[src/rtl/cartpole_episode_ctrl.sv]
// ----------------------------------------------------------------------------
// cartpole_episode_ctrl
// Episode sequencer around the CartPole single-step compute stage. It loads an
// initial state, hands each observation to the agent, collects the action,
// fires the compute stage once per step and folds the step results into the
// episode return/length. It then reports a per-episode summary.
//
// Ports:
//   i_clk, i_rst                       clock, synchronous active-high reset
//   i_start                            level, allows leaving IDLE / re-arming
//   i_init_sta/_valid, o_init_ready    initial-state load handshake
//   o_obs/_valid, i_obs_ready          observation to the agent
//   i_act/_valid, o_act_ready          action from the agent
//   o_cmp_ena/_sta/_act                fire pulse and operands to compute
//   i_cmp_sta/_rwd/_done/_valid        compute results
//   o_ep_valid/_len/_ret/_trunc        episode summary, i_ep_ready accepts it
//   o_err                              sticky compute-timeout flag
// ----------------------------------------------------------------------------
`timescale 1ns/1ps
module cartpole_episode_ctrl #(
    parameter int unsigned STA_WL    = 128,
    parameter int unsigned ACT_WL    = 1,
    parameter int unsigned RWD_WL    = 1,
    parameter int unsigned STEP_WL   = 10,
    parameter int unsigned MAX_STEPS = 500,
    parameter int unsigned RET_WL    = 16,
    parameter int unsigned TIMEOUT   = 64
) (
    input  logic               i_clk,
    input  logic               i_rst,
    input  logic               i_start,
    input  logic [STA_WL-1:0]  i_init_sta,
    input  logic               i_init_valid,
    output logic               o_init_ready,
    output logic [STA_WL-1:0]  o_obs,
    output logic               o_obs_valid,
    input  logic               i_obs_ready,
    input  logic [ACT_WL-1:0]  i_act,
    input  logic               i_act_valid,
    output logic               o_act_ready,
    output logic               o_cmp_ena,
    output logic [STA_WL-1:0]  o_cmp_sta,
    output logic [ACT_WL-1:0]  o_cmp_act,
    input  logic [STA_WL-1:0]  i_cmp_sta,
    input  logic [RWD_WL-1:0]  i_cmp_rwd,
    input  logic               i_cmp_done,
    input  logic               i_cmp_valid,
    output logic               o_ep_valid,
    input  logic               i_ep_ready,
    output logic [STEP_WL-1:0] o_ep_len,
    output logic [RET_WL-1:0]  o_ep_ret,
    output logic               o_ep_trunc,
    output logic               o_err
);

    localparam int unsigned WD_WL = $clog2(TIMEOUT + 1);

    typedef enum logic [2:0] {
        S_IDLE, S_LOAD, S_PRESENT, S_WAIT_ACT, S_STEP, S_WAIT_RES, S_REPORT, S_FAULT
    } state_t;

    state_t             r_state;
    logic [STA_WL-1:0]  r_sta;
    logic [STEP_WL-1:0] r_step;
    logic [RET_WL-1:0]  r_ret;
    logic [WD_WL-1:0]   r_wdog;
    logic               r_init_ready;
    logic               r_obs_valid;
    logic               r_act_ready;
    logic               r_cmp_ena;
    logic [STA_WL-1:0]  r_cmp_sta;
    logic [ACT_WL-1:0]  r_cmp_act;
    logic               r_ep_valid;
    logic [STEP_WL-1:0] r_ep_len;
    logic [RET_WL-1:0]  r_ep_ret;
    logic               r_ep_trunc;
    logic               r_err;

    // Step/return/watchdog arithmetic for the result being consumed this cycle
    logic [STEP_WL-1:0] w_step_nxt;
    logic [RET_WL:0]    w_ret_sum;
    logic [RET_WL-1:0]  w_ret_nxt;
    logic               w_last;
    logic [WD_WL-1:0]   w_wdog_nxt;

    assign w_step_nxt = r_step + STEP_WL'(1);
    assign w_ret_sum  = {1'b0, r_ret} + (RET_WL + 1)'(i_cmp_rwd);
    assign w_ret_nxt  = w_ret_sum[RET_WL] ? '1 : w_ret_sum[RET_WL-1:0];
    assign w_last     = i_cmp_done | (w_step_nxt == STEP_WL'(MAX_STEPS));
    assign w_wdog_nxt = r_wdog + WD_WL'(1);

    // Episode FSM; every handshake output is set on the transition into the
    // state that owns it, so readies depend on state only.
    always_ff @(posedge i_clk) begin
        if (i_rst) begin
            r_state      <= S_IDLE;
            r_sta        <= '0;
            r_step       <= '0;
            r_ret        <= '0;
            r_wdog       <= '0;
            r_init_ready <= 1'b0;
            r_obs_valid  <= 1'b0;
            r_act_ready  <= 1'b0;
            r_cmp_ena    <= 1'b0;
            r_cmp_sta    <= '0;
            r_cmp_act    <= '0;
            r_ep_valid   <= 1'b0;
            r_ep_len     <= '0;
            r_ep_ret     <= '0;
            r_ep_trunc   <= 1'b0;
            r_err        <= 1'b0;
        end else begin
            case (r_state)
                S_IDLE: begin
                    if (i_start) begin
                        r_state      <= S_LOAD;
                        r_init_ready <= 1'b1;
                    end
                end
                S_LOAD: begin
                    if (i_init_valid && r_init_ready) begin
                        r_sta        <= i_init_sta;
                        r_step       <= '0;
                        r_ret        <= '0;
                        r_init_ready <= 1'b0;
                        r_obs_valid  <= 1'b1;
                        r_state      <= S_PRESENT;
                    end
                end
                S_PRESENT: begin
                    if (i_obs_ready) begin
                        r_obs_valid <= 1'b0;
                        r_act_ready <= 1'b1;
                        r_state     <= S_WAIT_ACT;
                    end
                end
                S_WAIT_ACT: begin
                    if (i_act_valid) begin
                        r_cmp_act   <= i_act;
                        r_cmp_sta   <= r_sta;
                        r_act_ready <= 1'b0;
                        r_cmp_ena   <= 1'b1;
                        r_state     <= S_STEP;
                    end
                end
                S_STEP: begin
                    r_cmp_ena <= 1'b0;
                    r_wdog    <= '0;
                    r_state   <= S_WAIT_RES;
                end
                S_WAIT_RES: begin
                    if (i_cmp_valid) begin
                        r_sta  <= i_cmp_sta;
                        r_step <= w_step_nxt;
                        r_ret  <= w_ret_nxt;
                        if (w_last) begin
                            // done wins over truncation when both coincide
                            r_ep_len   <= w_step_nxt;
                            r_ep_ret   <= w_ret_nxt;
                            r_ep_trunc <= ~i_cmp_done;
                            r_ep_valid <= 1'b1;
                            r_state    <= S_REPORT;
                        end else begin
                            r_obs_valid <= 1'b1;
                            r_state     <= S_PRESENT;
                        end
                    end else begin
                        r_wdog <= w_wdog_nxt;
                        if (w_wdog_nxt == WD_WL'(TIMEOUT)) begin
                            r_err   <= 1'b1;
                            r_state <= S_FAULT;
                        end
                    end
                end
                S_REPORT: begin
                    if (i_ep_ready) begin
                        r_ep_valid <= 1'b0;
                        if (i_start) begin
                            r_init_ready <= 1'b1;
                            r_state      <= S_LOAD;
                        end else begin
                            r_state <= S_IDLE;
                        end
                    end
                end
                S_FAULT: begin
                    r_state <= S_FAULT;
                end
                default: begin
                    r_state <= S_IDLE;
                end
            endcase
        end
    end

    assign o_init_ready = r_init_ready;
    assign o_obs        = r_sta;
    assign o_obs_valid  = r_obs_valid;
    assign o_act_ready  = r_act_ready;
    assign o_cmp_ena    = r_cmp_ena;
    assign o_cmp_sta    = r_cmp_sta;
    assign o_cmp_act    = r_cmp_act;
    assign o_ep_valid   = r_ep_valid;
    assign o_ep_len     = r_ep_len;
    assign o_ep_ret     = r_ep_ret;
    assign o_ep_trunc   = r_ep_trunc;
    assign o_err        = r_err;

endmodule

[config.mk]
export PLATFORM = sky130hd
export DESIGN_NAME = cartpole_episode_ctrl
export DESIGN_NICKNAME = d
export VERILOG_FILES = /design/src/rtl/cartpole_episode_ctrl.sv
export SDC_FILE = /design/constraint.sdc
export NUM_CORES = 1
export LEC_CHECK = 0
export CORE_AREA = 2 2 214 216
export CTS_CLUSTER_DIAMETER = 50
export CTS_CLUSTER_SIZE = 8
export DETAILED_ROUTE_END_ITERATION = 8
export DIE_AREA = 0 0 216 218
export PLACE_DENSITY = 0.69
export SYNTH_ARGS = -nofsm -noshare
export SYNTH_HDL_FRONTEND = slang
export SYNTH_SLANG_ARGS = --single-unit
[constraint.sdc]
create_clock -name i_clk -period 3.7 [get_ports i_clk]
set_clock_uncertainty 0.2 [all_clocks]
set_input_delay 0.74 -clock i_clk [delete_from_list [all_inputs] [get_ports i_clk]]
set_output_delay 0.74 -clock i_clk [all_outputs]
set_load 0.1 [all_outputs]
Word-level counts from Yosys, hierarchy flattened
Cells that the tools add are included.

storage, ports and cells
  word-level logic and storage cells = 101
  output and inout bits = 290
  bits in registers = 326
  bits of input ports = 267

cells by class
  bitwise operators = 3
  multiplexer cells = 40
  reduce and logical (&&, ||, !) cells = 20
  add/subtract/negate cells = 3
  eq/ne operators = 19

operator list
  kind                                            number
  two-way mux 128 bit                             2
  one-hot mux 128 bit (2 select lines)            1
  two-way mux 16 bit                              3
  one-hot mux 16 bit (2 select lines)             1
  two-way mux 3 bit                               8
  one-hot mux 3 bit (8 select lines)              1
  two-way mux 10 bit                              2
  one-hot mux 10 bit (2 select lines)             1
  inequality test 2 bit, second input constant    9
  adder 16 x 1 -> 17 bit                          1
  AND reduction 3 bit                             5
  two-way mux 1 bit                               14
  one-hot mux 7 bit (2 select lines)              1
  == test 3 bit, second input constant            4
  adder 10 x 1 -> 10 bit, second input constant   1
  == test 10 x 9 -> 1 bit, second input constant  1
  nonzero test 2 bit                              5
  adder 7 x 1 -> 7 bit, second input constant     1
  == test 7 bit, second input constant            1
  two-way mux 7 bit                               1
  == test 3 x 2 -> 1 bit, second input constant   2
  one-hot mux 1 bit (2 select lines)              3
  one-hot mux 1 bit (3 select lines)              2
  AND reduction 2 bit                             3
  other kinds (10)                                12

Depth between registers and ports, before layout
Gate-level depths: netlist of the first run.

  word-level depth = 6
  gate-level depth with buffers = 9
  mapped depth without buffers = 6

Least setup slack after synthesis of the first run
No wires, ideal clock.

  kind = input port to flip-flop
  start point = input port i_cmp_rwd
  end point = register r_ret[13]
  stages on the path = 7
  path buffers = 1
  arrival time = 2,221 ps
  library setup time = 92 ps
  path slack = 1,186 ps
  data required time = 3,408 ps
  cells stage by stage = ha_1 -> ha_1 -> nand3_2 -> nor4_4 -> buf_2 -> a21oi_1 -> o32ai_1

on the way
  cells in the longest elaborated chain, start to end = 4

RTL lines
  item                                 line  source
  start: declaration                   45    input logic [RWD_WL-1:0] i_cmp_rwd,
  adder 16 x 1 -> 17 bit               87    assign w_ret_sum = {1'b0, r_ret} + (RET_WL + 1)'(i_cmp_rwd);
  two-way mux 16 bit                   88    assign w_ret_nxt = w_ret_sum[RET_WL] ? '1 : w_ret_sum[RET_WL-1:0];
  two-way mux 16 bit                   152   if (i_cmp_valid) begin
  one-hot mux 16 bit (2 select lines)  113   case (r_state)
  end signal: assignment               155   r_ret <= w_ret_nxt;
  end: declaration                     65    logic [RET_WL-1:0] r_ret;

No other way between the ends. The select of a mux whose other input is x is not followed.
A chain may end at the register's enable or synchronous reset.

Final worst setup path of the first run
  start point = register r_sta[36], in the netlist o_obs[36]
  end point = output port o_obs[36]

RTL lines
  item                      line  source
  start: declaration        63    logic [STA_WL-1:0] r_sta;
  start signal: assignment  122   r_sta <= i_init_sta;
  start signal: assignment  153   r_sta <= i_cmp_sta;
  end: declaration          35    output logic [STA_WL-1:0] o_obs,

No word-level cell between the ends.

==> results.py, run 1 <==
metrics = {
    "sta": {
        "worst_slew_pin_slew_ns": 1.020,
        "slew_viol_final": 0,
        "period_share_pct": 82.37,
        "min_period_ns": 3.048,
        "slew_headroom_pct": 31.77,
        "tns_ns": 0,
        "hold_viol": 0,
        "setup_viol": 0,
        "fmax_mhz": 328.1,
        "rsz0062_at_grt": "false",
    },
    "synthesis": {
        "synth-compound-area-share_pct": 18.91,
        "synthAdderAreaFrac_pct": 0.4551,
        "yosysMostFrequentCell": "dfxtp_1",
        "synthArstFlopShare_pct": 0,
        "synth-main-ff-cell": "dfxtp_1",
        "syn-mean-instance-area_um2": 8.651,
        "synth_top_cells_by_count": "326 x dfxtp_1, 306 x nand2_1, 164 x a21oi_1",
        "synth_simple_gate_area_share_pct": 17.32,
        "synth_mux_area_share_pct": 10.33,
        "synth.area.top_cells": "dfxtp_1 47%, mux2i_1 10%, nand2_1 8.4%",
        "synth-xor-area-share_pct": 0.3732,
        "synth_area_um2": 13750,
        "yosys.area.top_type_share_pct": 47.47,
        "ys_warn_count": 0,
        "synth_edf_count": 0,
        "ys_seq_area_share_pct": 47.47,
        "yosysTopAreaCell": "dfxtp_1",
        "syn_inst": 1589,
        "synth_top_family_by_area": "compound AO/OA/AOI/OAI gates",
        "ys_ff_latch": 326,
        "synth_cell_types": 69,
        "syn_nets": 1861,
    },
    "hold_path": {
        "hp-start": "o_cmp_sta[51]",
        "hold_path.class": "reg2reg",
    },
    "clocking": {
        "clockBufferDepth": 3,
        "clk_latency_ns": 0.57,
        "cts_max_level": 2,
        "clockRootBuffer": "clkbuf_16",
        "cts_resized": 0,
        "clock_sinks": 326,
        "cts_buffers": 48,
        "cts_setup_buffers": 0,
        "holdBufCountCts": 0,
        "clkTransAtPathRegs_ns": 0.05,
        "cts_tree": "done",
    },
    "die": {
        "start_util_pct": 30.62,
        "fp.dieH_um": 218,
        "rows": 78,
        "pin_count": 557,
        "die_w_um": 216,
        "dieArea_um2": 47090,
        "core_um2": 44890,
    },
    "drt": {
        "drt_wl_total_mm": 48.45,
        "num_vias": 13440,
        "drc_errors": 0,
        "drt-vias-per-instance": 4.983,
        "drtPass1Iterations": 6,
        "wl_per_cell_um": 17.96,
        "first_iter_violations": 1087,
        "route.antenna.remaining_nets": 0,
    },
    "global_routing": {
        "grt-ovfl-total": 0,
        "grt_max_degree": 135,
        "first_global_vias": 12550,
        "grt_first_pass_wirelength_mm": 72.24,
        "track_usage_pct": 19.28,
        "antenna_found_initial": 3,
    },
    "placement": {
        "gp_congestion": 0.8646,
        "hpwl_mm": 35.01,
        "port-buffer-count": 556,
    },
    "pwr": {
        "ir_drop_mv": 0.4371,
        "p_leak_nw": 8.220,
        "powerDensity_nw_per_um2": 417.8,
    },
    "critical_path": {
        "cp.required_ns": 2.76,
        "cp_num_buf_inv": 1,
        "cp_cell_sequence": "clkdlybuf4s50_1",
        "worstPathMaxFanout": 3,
        "critPathLaunch": "o_obs[36]",
        "reg2reg_from": "r_state[2]",
        "start_kind": "register",
        "worstPathArrival_ns": 2.11,
        "end_kind": "output pin",
        "cpLargestDelayFamily": "buffers and inverters",
        "worstSetupPathType": "reg2out",
        "worst_path_max_delay_cell": "clkdlybuf4s50_1",
        "slowest_delay_ns": 1.16,
    },
    "finish": {
        "final_nets": 2360,
        "utilization_pct": 46.30,
        "fillCellCount": 4318,
        "drive_gt1_share_pct": 12.74,
        "syn2layout_area_growth_pct": 51.21,
    },
    "outcome": {
        "status": "finished clean",
    },
    "run": {
        "drv_cap": 0,
    },
}
-- through the flow --
step                hold WS (ns)  cells  setup WS, ns  power [W]  instance area, um^2
floorplan                 0.2356   1589         1.186   0.004267                13750
detailed placement        0.2457   2638        0.5592   0.004738                19430
CTS                       0.2521   2696        0.6187   0.008788                20780
global route              0.2713   2698        0.5922   0.008988                20790
global placement          0.2417   2638        0.5988   0.004731                19430
finish                    0.2507   2698        0.6524   0.008685                20790
-- worst reg2reg max path: stages (launching register included) --
cell,delay (ns)
dfxtp_1,0.74
nand4b_4,0.33
or4_4,0.66
o21ai_4,0.30
mux2_4,0.33
-- layout by cell type, fill, tap and decap left out, types with 3 or more instances in the layout --
master,Yosys,routed
nand3_1,17,17
nor3_1,18,17
dfxtp_1,326,326
a211oi_1,131,131
or3_1,5,5
a21oi_1,164,164
nor2_1,150,150
and2_1,6,6
nor4_1,8,8
clkdlybuf4s50_1,0,395
nand3b_1,4,4
o22ai_1,5,5
nand4_1,7,7
mux2i_1,137,137
a31oi_1,7,7
o21ai_0,29,29
o21a_1,9,9
o32ai_1,13,13
xnor2_1,3,3
clkbuf_8,0,3
buf_12,0,12
a22oi_1,5,5
nand2_1,306,306
buf_4,11,179
nor2b_1,7,7
nand4_2,3,3
a21o_1,5,4
a21boi_0,3,3
and4_1,4,4
a221oi_1,4,4
ha_1,5,5
inv_1,19,19
clkbuf_16,0,49
-- final timing paths --
check,endpoint,slack (ns),cells past startpoint
setup reg to reg,o_ep_len[0],1.04,4
hold reg to reg,o_cmp_sta[51],0.25,2
hold / removal,o_cmp_sta[51],0.25,2
setup / recovery,o_obs[36],0.65,1
-- metal layers --
layer	vias to the layer above	global-route usage [%]	part of all wire [%]
met5	-	0	0
met4	0	6.598	2.3
met3	82	4.868	7.0
met2	481	33.77	51
met1	6291	22.93	40
li1	6589	-	-
-- flip-flops by register name, indices dropped and copies added (netlist names) --
signal and flops:
r_ret 16, o_act_ready 1, o_init_ready 1, o_ep_valid 1, o_cmp_sta 128, r_wdog 7, r_step 10, o_ep_ret 16
o_ep_trunc 1, o_obs 128, r_state 3, o_ep_len 10, o_obs_valid 1, o_cmp_ena 1, o_cmp_act 1, o_err 1
-- where the power goes --
part | internal (W) | switching, W | total (W)
sequential | 0.00357 | 0.0000498 | 0.00362
clock | 0.00252 | 0.00150 | 0.00401
combinational | 0.000410 | 0.000636 | 0.00105
-- cell type report --
cell class                 count  area, um^2  area share [%]
clock inverter                 5       82.58          0.3973
sequential                   326        6526           31.40
timing repair buffer         587        5553           26.71
multi-input combinational   1106        6528           31.40
antenna                        2       5.005         0.02408
tap                          600       750.7           3.611
inverter                      19       71.32          0.3431
clock buffer                  53        1271           6.115
-- cell families (layout without fill, tap and decap cells) --
| group | count (synthesis) | in the layout |
|---|---|---|
| fa+ha+maj | 5 | 5 |
| flops | 326 | 326 |
| buf+inv | 157 | 664 |
| xor+xnor | 5 | 5 |
| simple gates | 551 | 551 |
| mux | 141 | 141 |
| other cells | 0 | 2 |
| compound gates | 404 | 404 |
Power figures use the tool's default switching activity.
==> inputs of run 2 (changes only) <==
--- a/config.mk
+++ b/config.mk
@@ -5,12 +5,12 @@
 export SDC_FILE = /design/constraint.sdc
 export NUM_CORES = 1
 export LEC_CHECK = 0
-export CORE_AREA = 2 2 214 216
+export CORE_AREA = 2 2 215 217
 export CTS_CLUSTER_DIAMETER = 50
 export CTS_CLUSTER_SIZE = 8
 export DETAILED_ROUTE_END_ITERATION = 8
-export DIE_AREA = 0 0 216 218
-export PLACE_DENSITY = 0.69
+export DIE_AREA = 0 0 217 219
+export PLACE_DENSITY = 0.71
 export SYNTH_ARGS = -nofsm -noshare
 export SYNTH_HDL_FRONTEND = slang
 export SYNTH_SLANG_ARGS = --single-unit
==> constraint.sdc (replaced) <==
create_clock -name i_clk -period 2.7 [get_ports i_clk]
set_clock_uncertainty 0.2 [all_clocks]
set_input_delay 0.54 -clock i_clk [delete_from_list [all_inputs] [get_ports i_clk]]
set_output_delay 0.54 -clock i_clk [all_outputs]
set_load 0.1 [all_outputs]
==> run 2 against run 1 <==
- non-clock buffer count rose by 40
- combinational power up 36%
- sequential share of layout area decreased by 0.077 points
- register-to-register slack worse by 0.76 ns
- wire length about the same
- power increased by 38%
- largest cell class unchanged
- largest power group unchanged
- highest routed layer unchanged
==> results.py, run 2 (synthesis gave the netlist of run 1 again) <==
metrics = {
    "global_routing": {
        "grt_max_degree": 171,
        "track_usage_pct": 19.09,
        "grt_first_pass_wirelength_mm": 72.17,
        "first_global_vias": 12880,
        "grt-ovfl-total": 0,
        "antenna_found_initial": 3,
    },
    "sta": {
        "slew_headroom_pct": 36.95,
        "setup_viol": 0,
        "hold_viol": 0,
        "period_share_pct": 89.50,
        "worst_slew_pin_slew_ns": 0.9457,
        "rsz0062_at_grt": "false",
        "fmax_mhz": 413.8,
        "slew_viol_final": 0,
        "min_period_ns": 2.417,
        "tns_ns": 0,
    },
    "placement": {
        "place_inst": 2678,
        "place_area_um2": 19440,
        "port-buffer-count": 556,
        "hpwl_mm": 35.84,
        "gp_congestion": 0.8890,
    },
    "critical_path": {
        "cp_num_buf_inv": 2,
        "worst_path_max_delay_cell": "dfxtp_1",
        "cp_cell_sequence": "nand3b_1, buf_12, buf_12, mux2i_1, a211oi_1",
        "reg2reg_from": "r_state[1]",
        "worstPathArrival_ns": 2.61,
        "r2r_cells": 5,
        "cp-endpoint": "o_obs[60]",
        "end_kind": "register",
        "r2r-end": "o_obs[60]",
        "critPathLaunch": "r_state[1]",
        "cp.required_ns": 2.90,
        "worstPathMaxFanout": 40,
        "path_depth": 5,
        "start_kind": "register",
        "cp_common_cell": "buf_12",
        "cpLargestDelayFamily": "flip-flops",
        "worstSetupPathType": "reg2reg",
        "slowest_delay_ns": 0.69,
        "rrSetupSlack_ns": 0.28,
    },
    "drt": {
        "drt-vias-per-instance": 4.999,
        "drtPass1Iterations": 6,
        "num_vias": 13720,
        "drt-met1-wl_mm": 18.73,
        "drc_errors": 0,
        "met3_length_mm": 3.827,
        "route.antenna.remaining_nets": 0,
        "drt_wl_total_mm": 48.47,
        "top_layer": "met4",
        "first_iter_violations": 846,
        "wl_per_cell_um": 17.66,
        "dr_wl_met2_mm": 24.42,
    },
    "clocking": {
        "clk_latency_ns": 0.56,
        "holdBufCountCts": 0,
        "clockRootBuffer": "clkbuf_16",
        "cts_setup_buffers": 0,
        "cts_tree": "done",
        "clkTransAtPathRegs_ns": 0.05,
        "cts_buffers": 50,
        "clock_sinks": 326,
        "cts_max_level": 2,
        "clockBufferDepth": 3,
        "cts_resized": 0,
    },
    "pwr": {
        "ir_drop_mv": 0.3938,
        "total_power_w": 0.01195,
        "p_leak_nw": 8.704,
        "powerDensity_nw_per_um2": 573.4,
    },
    "finish": {
        "drive_gt1_share_pct": 20.54,
        "final_cell_mix": "346 x buf_4, 326 x dfxtp_1, 306 x nand2_1, 265 x clkdlybuf4s50_1, 164 x a21oi_1",
        "final_common_cell": "buf_4",
        "utilization_pct": 46.22,
        "syn2layout_area_growth_pct": 51.59,
        "fin_area_um2": 20840,
        "fillCellCount": 4340,
        "final_nets": 2402,
        "final_cell_count_no_fill": 2745,
    },
    "outcome": {
        "status": "finished clean",
    },
    "run": {
        "drv_cap": 0,
    },
    "die": {
        "start_util_pct": 30.49,
        "core_um2": 45090,
        "die_w_um": 217,
        "fp.dieH_um": 219,
        "rows": 78,
        "pin_count": 557,
        "dieArea_um2": 47520,
    },
    "hold_path": {
        "hold_path.class": "in2reg",
    },
}
run 2: final cells by class:
| class | instances | area, um^2 | share of cell area, % |
|---|---|---|---|
| Antenna cell | 3 | 7.507 | 0.03603 |
| Clock inverter | 8 | 96.34 | 0.4623 |
| Clock buffer | 56 | 1294 | 6.208 |
| Tap cell | 600 | 750.7 | 3.603 |
| Multi-Input combinational cell | 1106 | 6528 | 31.32 |
| Inverter | 19 | 71.32 | 0.3422 |
| Timing Repair Buffer | 627 | 5565 | 26.71 |
| Sequential cell | 326 | 6526 | 31.32 |
run 2: worst min-delay path by stage:
stage / start / end / slack [ns] / depth (start not counted)
floorplan: r_ret[0] / r_ret[0] / 0.24 / 2
global placement: o_cmp_sta[18] / o_cmp_sta[18] / 0.24 / 2
detailed placement: o_cmp_sta[108] / o_cmp_sta[108] / 0.25 / 2
CTS: i_rst / o_cmp_ena / 0.05 / 2
global route: i_rst / r_step[5] / 0.08 / 2
finish: i_rst / o_cmp_ena / 0.09 / 2
run 2: per-stage QoR:
stage / worst slack [ns] / hold WS [ns]
after CTS: 0.3192 / 0.04669
after global routing: 0.1378 / 0.07844
after global placement: 0.01182 / 0.2432
after detailed placement: -0.03217 / 0.2471
final: 0.2835 / 0.08873
after floorplan: 0.3828 / 0.2356
run 2: where the power goes:
part | internal (W) | leakage, nW | switching (W)
registers | 0.00490 | 2.63 | 0.0000704
logic | 0.000566 | 5.40 | 0.000868
clock network | 0.00343 | 0.674 | 0.00211
run 2: routing by layer:
metal / vias up / global-route usage (%)
met4: 0 / 8.059
met3: 102 / 4.699
met5: - / 0
met2: 540 / 33.26
li1: 6659 / -
met1: 6422 / 22.30
